### config.mk
export PLATFORM = sky130hd
export DESIGN_NAME = alu_operand_stage
export DESIGN_NICKNAME = d
export VERILOG_FILES = /design/src/rtl/alu_operand_stage.sv
export SDC_FILE = /design/constraint.sdc
export NUM_CORES = 1
export LEC_CHECK = 0
export ABC_AREA = 0
export BUFFER_PORTS_ARGS = -buffer_cell sky130_fd_sc_hd__buf_2
export CORE_MARGIN = 4
export CORE_UTILIZATION = 50
export DETAILED_ROUTE_END_ITERATION = 12
export PLACE_DENSITY = 0.84
export SYNTH_ARGS = -nofsm -noshare
export SYNTH_HDL_FRONTEND = slang
export SYNTH_SLANG_ARGS = --single-unit
### constraint.sdc
create_clock -name clk -period 5.6 [get_ports clk]
set_clock_uncertainty 0.2 [all_clocks]
set_input_delay 0.84 -clock clk [delete_from_list [all_inputs] [get_ports clk]]
set_output_delay 0.84 -clock clk [all_outputs]
set_load 0.005 [all_outputs]
### src/rtl/alu_operand_stage.sv
// Single-entry ID/EX register in front of the ALU: captures decoded operands,
// forwards MEM/WB results onto them and hands SrcA/SrcB/ALUControl over valid/ready.
module alu_operand_stage #(
  parameter int XLEN = 32,
  parameter int REGW = 5
) (
  input  logic            clk,
  input  logic            rst_n,
  input  logic            in_valid,
  output logic            in_ready,
  input  logic [XLEN-1:0] in_rs1_data,
  input  logic [XLEN-1:0] in_rs2_data,
  input  logic [REGW-1:0] in_rs1_addr,
  input  logic [REGW-1:0] in_rs2_addr,
  input  logic [REGW-1:0] in_rd_addr,
  input  logic [XLEN-1:0] in_imm,
  input  logic            in_alu_src,
  input  logic [2:0]      in_alu_control,
  input  logic            in_reg_write,
  input  logic            flush,
  input  logic            fwd_mem_valid,
  input  logic            fwd_wb_valid,
  input  logic [REGW-1:0] fwd_mem_rd,
  input  logic [REGW-1:0] fwd_wb_rd,
  input  logic [XLEN-1:0] fwd_mem_data,
  input  logic [XLEN-1:0] fwd_wb_data,
  output logic            out_valid,
  input  logic            out_ready,
  output logic [XLEN-1:0] SrcA,
  output logic [XLEN-1:0] SrcB,
  output logic [2:0]      ALUControl,
  output logic [REGW-1:0] out_rd_addr,
  output logic            out_reg_write
);

  logic            vld_p1;
  logic [XLEN-1:0] rs1_val_p1;
  logic [XLEN-1:0] rs2_val_p1;
  logic [REGW-1:0] rs1_addr_p1;
  logic [REGW-1:0] rs2_addr_p1;
  logic [REGW-1:0] rd_p1;
  logic [XLEN-1:0] imm_p1;
  logic            alu_src_p1;
  logic [2:0]      alu_control_p1;
  logic            reg_write_p1;
  logic            load;
  logic            hold;

  // MEM result is younger than WB, so it wins; x0 is hardwired and never forwarded.
  function automatic logic [XLEN-1:0] fwd_sel(
    input logic [REGW-1:0] a,
    input logic [XLEN-1:0] v,
    input logic            mem_vld,
    input logic [REGW-1:0] mem_rd,
    input logic [XLEN-1:0] mem_data,
    input logic            wb_vld,
    input logic [REGW-1:0] wb_rd,
    input logic [XLEN-1:0] wb_data
  );
    if (mem_vld && (mem_rd == a) && (a != '0))
      return mem_data;
    else if (wb_vld && (wb_rd == a) && (a != '0))
      return wb_data;
    else
      return v;
  endfunction

  assign in_ready = !vld_p1 || out_ready;
  assign load     = in_valid && in_ready && !flush;
  assign hold     = vld_p1 && !out_ready;

  // p0 -> p1: decode into the entry; while stalled, stored operands absorb forwards
  always_ff @(posedge clk or negedge rst_n) begin
    if (!rst_n) begin
      vld_p1         <= 1'b0;
      rs1_val_p1     <= '0;
      rs2_val_p1     <= '0;
      rs1_addr_p1    <= '0;
      rs2_addr_p1    <= '0;
      rd_p1          <= '0;
      imm_p1         <= '0;
      alu_src_p1     <= 1'b0;
      alu_control_p1 <= 3'b000;
      reg_write_p1   <= 1'b0;
    end else begin
      if (flush)
        vld_p1 <= 1'b0;
      else if (load)
        vld_p1 <= 1'b1;
      else if (out_ready)
        vld_p1 <= 1'b0;

      if (load) begin
        rs1_val_p1     <= fwd_sel(in_rs1_addr, in_rs1_data, fwd_mem_valid, fwd_mem_rd,
                                  fwd_mem_data, fwd_wb_valid, fwd_wb_rd, fwd_wb_data);
        rs2_val_p1     <= fwd_sel(in_rs2_addr, in_rs2_data, fwd_mem_valid, fwd_mem_rd,
                                  fwd_mem_data, fwd_wb_valid, fwd_wb_rd, fwd_wb_data);
        rs1_addr_p1    <= in_rs1_addr;
        rs2_addr_p1    <= in_rs2_addr;
        rd_p1          <= in_rd_addr;
        imm_p1         <= in_imm;
        alu_src_p1     <= in_alu_src;
        alu_control_p1 <= in_alu_control;
        reg_write_p1   <= in_reg_write;
      end else if (hold) begin
        rs1_val_p1 <= fwd_sel(rs1_addr_p1, rs1_val_p1, fwd_mem_valid, fwd_mem_rd,
                              fwd_mem_data, fwd_wb_valid, fwd_wb_rd, fwd_wb_data);
        rs2_val_p1 <= fwd_sel(rs2_addr_p1, rs2_val_p1, fwd_mem_valid, fwd_mem_rd,
                              fwd_mem_data, fwd_wb_valid, fwd_wb_rd, fwd_wb_data);
      end
    end
  end

  // p1 -> ALU: operands see the live forward buses in the same cycle
  always_comb begin
    SrcA = fwd_sel(rs1_addr_p1, rs1_val_p1, fwd_mem_valid, fwd_mem_rd,
                   fwd_mem_data, fwd_wb_valid, fwd_wb_rd, fwd_wb_data);
    if (alu_src_p1)
      SrcB = imm_p1;
    else
      SrcB = fwd_sel(rs2_addr_p1, rs2_val_p1, fwd_mem_valid, fwd_mem_rd,
                     fwd_mem_data, fwd_wb_valid, fwd_wb_rd, fwd_wb_data);
  end

  assign out_valid     = vld_p1;
  assign ALUControl    = alu_control_p1;
  assign out_rd_addr   = rd_p1;
  assign out_reg_write = vld_p1 && reg_write_p1;

endmodule

==> results_dict.tcl, run 1 <==
set metrics [dict create \
    critPathBufInv 2 \
    fp.coreArea_sq_um 18100 \
    routed-via-count 10744 \
    placementRows 49 \
    initial_antenna_violation_count 1 \
    fmaxAchievable_ghz 0.232 \
    hold_buf_cts 0 \
    final.min_clock_period_ns 4.31 \
    grt-ovfl-total 0 \
    syn_area_sq_um 9280 \
    instances_no_fill 1515 \
    crit_path_max_fanout 51 \
    place.detailed.instances 1483 \
    io_buffer_count 271 \
    detail-route-antenna-nets 0 \
    arrival_ns 3.27 \
    cts.sink_count 117 \
    rsz_0062_raised_after_global_routing "no" \
    drt_drc_violations_left 0 \
    worstSkewPairLatency_ns 0.42 \
    synthesis.yosys.warnings 0 \
    critical-path-max-stage-delay_ns 0.79 \
    diodes 0 \
    ctsHtreeMaxLevel 4 \
    cts_repair_resize_count 0 \
    hold_path.class "in -> async" \
    start_kind "flop" \
    max-cap-violations 0 \
    maxSlewViolCount 0 \
    clock_tree.buffer_depth 2 \
    power_density_cells_nw_per_um2 308 \
    yosysUniqueCellTypes 38 \
    timing.hold.ws_ns 0.300 \
    grt_first_pass_wirelength_mm 56.9 \
    clock_tree.root_cell "sky130_fd_sc_hd__clkbuf_16" \
    layout_cells_sized_above_1_pct 30.5 \
    post_drt_via_cell_ratio 7.09 \
    worst-r2r-cell-count 6 \
    synth_nets 1282 \
    wp_data_required_ns 4.56 \
    width_of_the_die_microns 144 \
    synth-edff-count 0 \
    leakagePower_uw 0.00462 \
    tritoncts.num_buffers 17 \
    first_global_vias 9835 \
    pin_count 272 \
    ys_async_sr_fraction_pct 100 \
    final.setup.tns_ns 0 \
    crit_start "rs2_addr_p1[1]" \
    cts.clk_slew.worst_paths_ns 0.06 \
    timing.critical_path.max_delay_family "simple AND/OR/NAND/NOR gates" \
    effective_utilization_at_floorplan_pct 51.3 \
    die_h_microns 144 \
    post_synth_inst_count 1085 \
    grt_max_degree 68 \
    seq_area_frac_synth_pct 31.6 \
    routabilityCongestion 1.01 \
    place_hpwl_mm 25.2 \
    detailedRoute.firstIterationViolations 1705 \
    post_cts_buffers 0 \
    detail_route.wl_per_cell_microns 25.0 \
    drt_first_pass_iters 6 \
    utilization_pct 61.9 \
    final.period_utilization_pct 77.0 \
    max-slew-margin-rel_pct 14.6 \
    tritoncts_clock_tree "done" \
    crit_path_cell_trace "or4_1, o211ai_2, or2_2, buf_4, a311oi_1, a21o_1, buf_2" \
    hold_violations 0 \
    syn2layout_area_growth_pct 20.7 \
    outcome "finished clean" \
    crit_slowest_cell "sky130_fd_sc_hd__or2_2" \
    worstSetupEndpointType "output pin" \
    crit_type "reg -> out" \
    drt_total_wl_mm 37.9 \
    synthFlopType "sky130_fd_sc_hd__dfrtp_1" \
    crit_cells 7 \
    synth_seq_cells 117 \
    finalSetupViolations 0 \
    tightestPinTransition_ns 1.28 \
    globalRouteTotalUtil_pct 35.1 \
    synth.avg_cell_area_sq_um 8.55 \
    final_net_count 1470 \
    ir_drop_mv 0.304 \
    crit-reg2reg-launch "rs2_addr_p1[1]" \
    fp.dieArea_sq_um 20800 \
]
through the flow:
stage | setup WS, ns | power, uW | area [sq um]
after floorplan | 2.22 | 1820 | 9280
after global placement | 1.60 | 2260 | 10600
after detailed placement | 1.52 | 2280 | 10600
after CTS | 1.37 | 3420 | 11200
after global routing | 1.21 | 3590 | 11200
final | 1.29 | 3450 | 11200
cell type report:
type,count,area [sq um]
inverters,36,135
clock inverters,14,168
multi-input cells,803,5690
repair buffers,298,1560
flip-flops and latches,117,2930
fillers,1546,6890
well taps,229,287
clock buffers,18,429
power by group:
| group | switching [uW] | internal, uW | leakage (uW) | total (uW) |
|---|---|---|---|---|
| registers | 117 | 1010 | 0.00140 | 1130 |
| clock network | 467 | 669 | 0.000286 | 1140 |
| logic | 663 | 518 | 0.00293 | 1180 |
| total | 1250 | 2200 | 0.00462 | 3450 |
layout by cell type, fill, tap and decap left out, types with 34 or more instances in the layout:
cell                       netlist  routed
sky130_fd_sc_hd__buf_2          19     270
sky130_fd_sc_hd__dfrtp_1       117     116
sky130_fd_sc_hd__o21ai_0        97      97
sky130_fd_sc_hd__nor3_1         96      96
sky130_fd_sc_hd__nand3_1        96      96
sky130_fd_sc_hd__a311oi_1       64      64
sky130_fd_sc_hd__mux2_2         51      51
sky130_fd_sc_hd__inv_1          36      36
sky130_fd_sc_hd__o211ai_1       35      35
sky130_fd_sc_hd__nand2_1        34      34
routing by layer:
metal	vias to the layer above	GRT usage (%)	wire length, microns
met4	2	10.6	953
met3	97	10.1	5190
met1	5147	49.8	15100
met2	882	52.0	16700
li1	4616	-	-
met5	-	0	13
sequential cells by signal (all words and copies together) (netlist names):
register	cells
ALUControl	3
alu_src_p1	1
imm_p1	32
out_rd_addr	5
out_valid	1
reg_write_p1	1
rs1_addr_p1	5
rs1_val_p1	32
rs2_addr_p1	5
rs2_val_p1	32
logic make-up (layout without fill, tap and decap cells):
group / count (synthesis) / count (layout) / synth area share (%)
AOI/OAI and AO/OA: 428 / 428 / 34.9
xor gates and xnor gates: 40 / 40 / 3.78
muxes: 51 / 51 / 6.19
DFF: 117 / 117 / 31.6
buffers and inverters: 165 / 366 / 7.42
and+or+nand+nor: 284 / 284 / 16.2
path summary, 6_finish.rpt:
check,end,slack [ns]
worst max-delay path,SrcB[18],1.29
worst min-delay path,imm_p1[4],0.30
worst max register to register,rs2_val_p1[27],2.48
worst min register to register,rs1_val_p1[20],0.30
max in group asynchronous,out_valid,3.52
min in group clk,rs1_val_p1[20],0.30
cells in the mapped netlist (2+ instances only):
cell type	instances	area, sq um
sky130_fd_sc_hd__a211oi_1	32	240
sky130_fd_sc_hd__nand3_1	96	480
sky130_fd_sc_hd__buf_2	19	95.1
sky130_fd_sc_hd__o21a_1	32	240
sky130_fd_sc_hd__nand3b_1	32	240
sky130_fd_sc_hd__xor2_1	9	78.8
sky130_fd_sc_hd__and2_1	3	18.8
sky130_fd_sc_hd__o311ai_1	31	272
sky130_fd_sc_hd__nor3_1	96	480
sky130_fd_sc_hd__nand4_1	6	37.5
sky130_fd_sc_hd__nand2_1	34	128
sky130_fd_sc_hd__a21boi_0	32	240
sky130_fd_sc_hd__a311oi_1	64	561
sky130_fd_sc_hd__dfrtp_1	117	2930
sky130_fd_sc_hd__mux2_2	51	574
sky130_fd_sc_hd__o21ai_0	97	485
sky130_fd_sc_hd__inv_1	36	135
sky130_fd_sc_hd__buf_4	4	30.0
sky130_fd_sc_hd__o211a_1	4	40.0
sky130_fd_sc_hd__nor4_1	2	12.5
sky130_fd_sc_hd__o211ai_2	2	25.0
sky130_fd_sc_hd__o211ai_1	35	263
sky130_fd_sc_hd__clkbuf_1	96	360
sky130_fd_sc_hd__a21o_1	32	240
sky130_fd_sc_hd__a221o_1	32	320
sky130_fd_sc_hd__or4_1	4	30.0
sky130_fd_sc_hd__or2_1	2	12.5
sky130_fd_sc_hd__buf_6	4	45.0
sky130_fd_sc_hd__o31a_1	32	280
sky130_fd_sc_hd__buf_1	6	22.5
sky130_fd_sc_hd__nor2_1	4	15.0
sky130_fd_sc_hd__and4_1	3	26.3
sky130_fd_sc_hd__xnor2_1	31	272
Note: power is estimated with default switching activity, not from simulation.
==> run 2: changes to the inputs <==
--- a/config.mk
+++ b/config.mk
@@ -5,12 +5,12 @@
 export SDC_FILE = /design/constraint.sdc
 export NUM_CORES = 1
 export LEC_CHECK = 0
-export ABC_AREA = 0
+export ABC_AREA = 1
 export BUFFER_PORTS_ARGS = -buffer_cell sky130_fd_sc_hd__buf_2
 export CORE_MARGIN = 4
 export CORE_UTILIZATION = 50
 export DETAILED_ROUTE_END_ITERATION = 12
-export PLACE_DENSITY = 0.84
+export PLACE_DENSITY = 0.83
 export SYNTH_ARGS = -nofsm -noshare
 export SYNTH_HDL_FRONTEND = slang
 export SYNTH_SLANG_ARGS = --single-unit
==> constraint.sdc (replaced) <==
create_clock -name clk -period 4 [get_ports clk]
set_clock_uncertainty 0.2 [all_clocks]
set_input_delay 0.6 -clock clk [delete_from_list [all_inputs] [get_ports clk]]
set_output_delay 0.6 -clock clk [all_outputs]
set_load 0.005 [all_outputs]
==> run 2 against run 1 <==
Sequential power rose by 42%; sequential cell count did not move; register-to-register slack got worse by 1.2 ns; power rose by 40%; sequential share of layout area fell by 0.62 points; utilization fell by 0.60 points; worst setup slack got worse by 0.90 ns; clock-buffer cell count rose by 1; cell count rose by 37%; synthesized area rose by 2.5%; design area rose by 2.4%; critical path type unchanged; critical endpoint is now SrcB[13]; highest routed layer is now met4.
==> results_dict.tcl, run 2 <==
set metrics [dict create \
    synth.top_cells.by_count "sky130_fd_sc_hd__nand2_1 (742), sky130_fd_sc_hd__nand3_1 (459), sky130_fd_sc_hd__dfrtp_1 (117)" \
    hold_path.class "in -> async" \
    placementRows 50 \
    place_hpwl_mm 24.2 \
    max-cap-violations 0 \
    routabilityCongestion 0.938 \
    cts.clk_slew.worst_paths_ns 0.05 \
    place_area_sq_um 10900 \
    detailedRoute.firstIterationViolations 1435 \
    routed-via-count 11987 \
    die_h_microns 146 \
    syn_area_sq_um 9510 \
    worstSkewPairLatency_ns 0.42 \
    fp.coreArea_sq_um 18700 \
    power_density_cells_nw_per_um2 421 \
    synth-edff-count 0 \
    grt_first_pass_wirelength_mm 57.2 \
    critPathBufInv 3 \
    cpMostUsedCell "sky130_fd_sc_hd__nand2_1" \
    timing.critical_path.max_delay_family "buffers and inverters" \
    pin_count 272 \
    reg.largest.list "imm_p1 x32, rs1_val_p1 x32, rs2_val_p1 x32" \
    clock_tree.buffer_depth 2 \
    final.period_utilization_pct 90.2 \
    synthFlopType "sky130_fd_sc_hd__dfrtp_1" \
    width_of_the_die_microns 146 \
    grt_max_degree 76 \
    hold_buf_cts 0 \
    effective_utilization_at_floorplan_pct 50.9 \
    synth_seq_cells 117 \
    crit_path_max_fanout 32 \
    finalSetupViolations 0 \
    crit_type "reg -> out" \
    yosys.cell_count.top_type "sky130_fd_sc_hd__nand2_1" \
    initial_antenna_violation_count 1 \
    globalRouteTotalUtil_pct 32.8 \
    start_kind "flop" \
    worstSetupEndpointType "output pin" \
    drt_total_wl_mm 36.3 \
    netlist_top_cells_area "sky130_fd_sc_hd__dfrtp_1 (31%), sky130_fd_sc_hd__nand2_1 (29%), sky130_fd_sc_hd__nand3_1 (24%)" \
    critical-path-max-stage-delay_ns 0.66 \
    arrival_ns 2.81 \
    cts.sink_count 117 \
    io_buffer_count 271 \
    detail-route-antenna-nets 0 \
    final_net_count 2018 \
    fmaxAchievable_ghz 0.277 \
    tritoncts.num_buffers 17 \
    detail_route.wl_per_cell_microns 17.5 \
    wp_data_required_ns 3.20 \
    crit_slowest_cell "sky130_fd_sc_hd__inv_2" \
    drt_first_pass_iters 6 \
    max-slew-margin-rel_pct 25.5 \
    synth_nets 1818 \
    mostFrequentLayoutCells "sky130_fd_sc_hd__nand2_1 (739), sky130_fd_sc_hd__nand3_1 (459), sky130_fd_sc_hd__buf_2 (270), sky130_fd_sc_hd__dfrtp_1 (116), sky130_fd_sc_hd__inv_1 (57)" \
    num-fill-cells 1844 \
    finish.instance_area_sq_um 11500 \
    maxSlewViolCount 0 \
    fp.dieArea_sq_um 21300 \
    crit_path_cell_trace "inv_1, o22ai_1, nor2_1, nand3_2, inv_2, nand2_1, nand2_1, o21ai_1, buf_2" \
    yosysUniqueCellTypes 23 \
    synth_largest_type_area_fraction_pct 30.8 \
    crit-reg2reg-launch "rs1_addr_p1[2]" \
    leakagePower_uw 0.00644 \
    cts_repair_resize_count 0 \
    ctsHtreeMaxLevel 4 \
    ir_drop_mv 0.322 \
    tightestPinTransition_ns 1.12 \
    first_global_vias 11292 \
    grt-ovfl-total 0 \
    post_cts_buffers 0 \
    final.setup.tns_ns 0 \
    tritoncts_clock_tree "done" \
    seq_area_frac_synth_pct 30.8 \
    layout_cells_sized_above_1_pct 19.6 \
    outcome "finished clean" \
    hold_violations 0 \
    layout.cells.most_common "sky130_fd_sc_hd__nand2_1" \
    syn2layout_area_growth_pct 20.6 \
    post_drt_via_cell_ratio 5.79 \
    rsz_0062_raised_after_global_routing "no" \
    synthesis.yosys.warnings 0 \
    synth_largest_area_cell "sky130_fd_sc_hd__dfrtp_1" \
    drt_drc_violations_left 0 \
    ys_async_sr_fraction_pct 100 \
    place_ws_ns 0.574 \
    clock_tree.root_cell "sky130_fd_sc_hd__clkbuf_16" \
    final.min_clock_period_ns 3.61 \
    synth.avg_cell_area_sq_um 5.87 \
    post-route-worst-setup-slack_ns 0.392 \
    crit_start "rs2_addr_p1[2]" \
    post_synth_inst_count 1621 \
]
[run 2: path summary, 6_finish.rpt]
kind                                   to  slack, ns  cells after the start
min reg2reg                 ALUControl[2]       0.28                      2
min                        rs1_val_p1[20]       0.13                      1
max in group asynchronous      alu_src_p1       2.66                      2
max                              SrcB[13]       0.39                      9
max reg2reg                rs1_val_p1[28]       1.33                     12
min in group clk                out_valid       0.13                      2
[run 2: area by class of cell]
type                    count  area [sq um]  share of cell area [%]
well taps                 234           293                    2.55
clock inverters            13           135                    1.18
repair buffers            293          1590                    13.8
flip-flops and latches    117          2930                    25.5
multi-input cells        1320          5820                    50.7
clock buffers              19           433                    3.77
inverters                  72           272                    2.37
diodes                      1          2.50                  0.0218
[run 2: cells by family (layout without fill, tap and decap cells)]
logic type | count (synthesis) | after routing | synth area share, %
buf+inv | 184 | 397 | 8.58
compound gates | 53 | 53 | 2.88
simple gates | 1267 | 1267 | 57.8
flops | 117 | 117 | 30.8
other cells | 0 | 1 | 0
[run 2: routing by layer]
| layer | track usage, % | part of all wire, % | vias up |
|---|---|---|---|
| li1 | - | - | 5647 |
| met1 | 42.5 | 38 | 5362 |
| met2 | 53.5 | 46 | 856 |
| met3 | 8.38 | 13 | 122 |
| met4 | 11.4 | 2.9 | 0 |
| met5 | 0 | 0 | - |
[run 2: metrics by stage]
| step | power, uW | utilization, % | instances | hold WS, ns |
|---|---|---|---|---|
| final | 4830 | 61.3 | 2069 | 0.128 |
| after global routing | 5140 | 61.3 | 2069 | 0.129 |
| after CTS | 4810 | 61.3 | 2068 | 0.122 |
| after detailed placement | 3300 | 58.3 | 2036 | 0.260 |
| after global placement | 3280 | 58.3 | 2036 | 0.259 |
| after floorplan | 2650 | - | 1621 | 0.104 |
[run 2: report_power, final]
group	internal [uW]	switching, uW
clock network	913	589
registers	1440	174
logic	658	1050
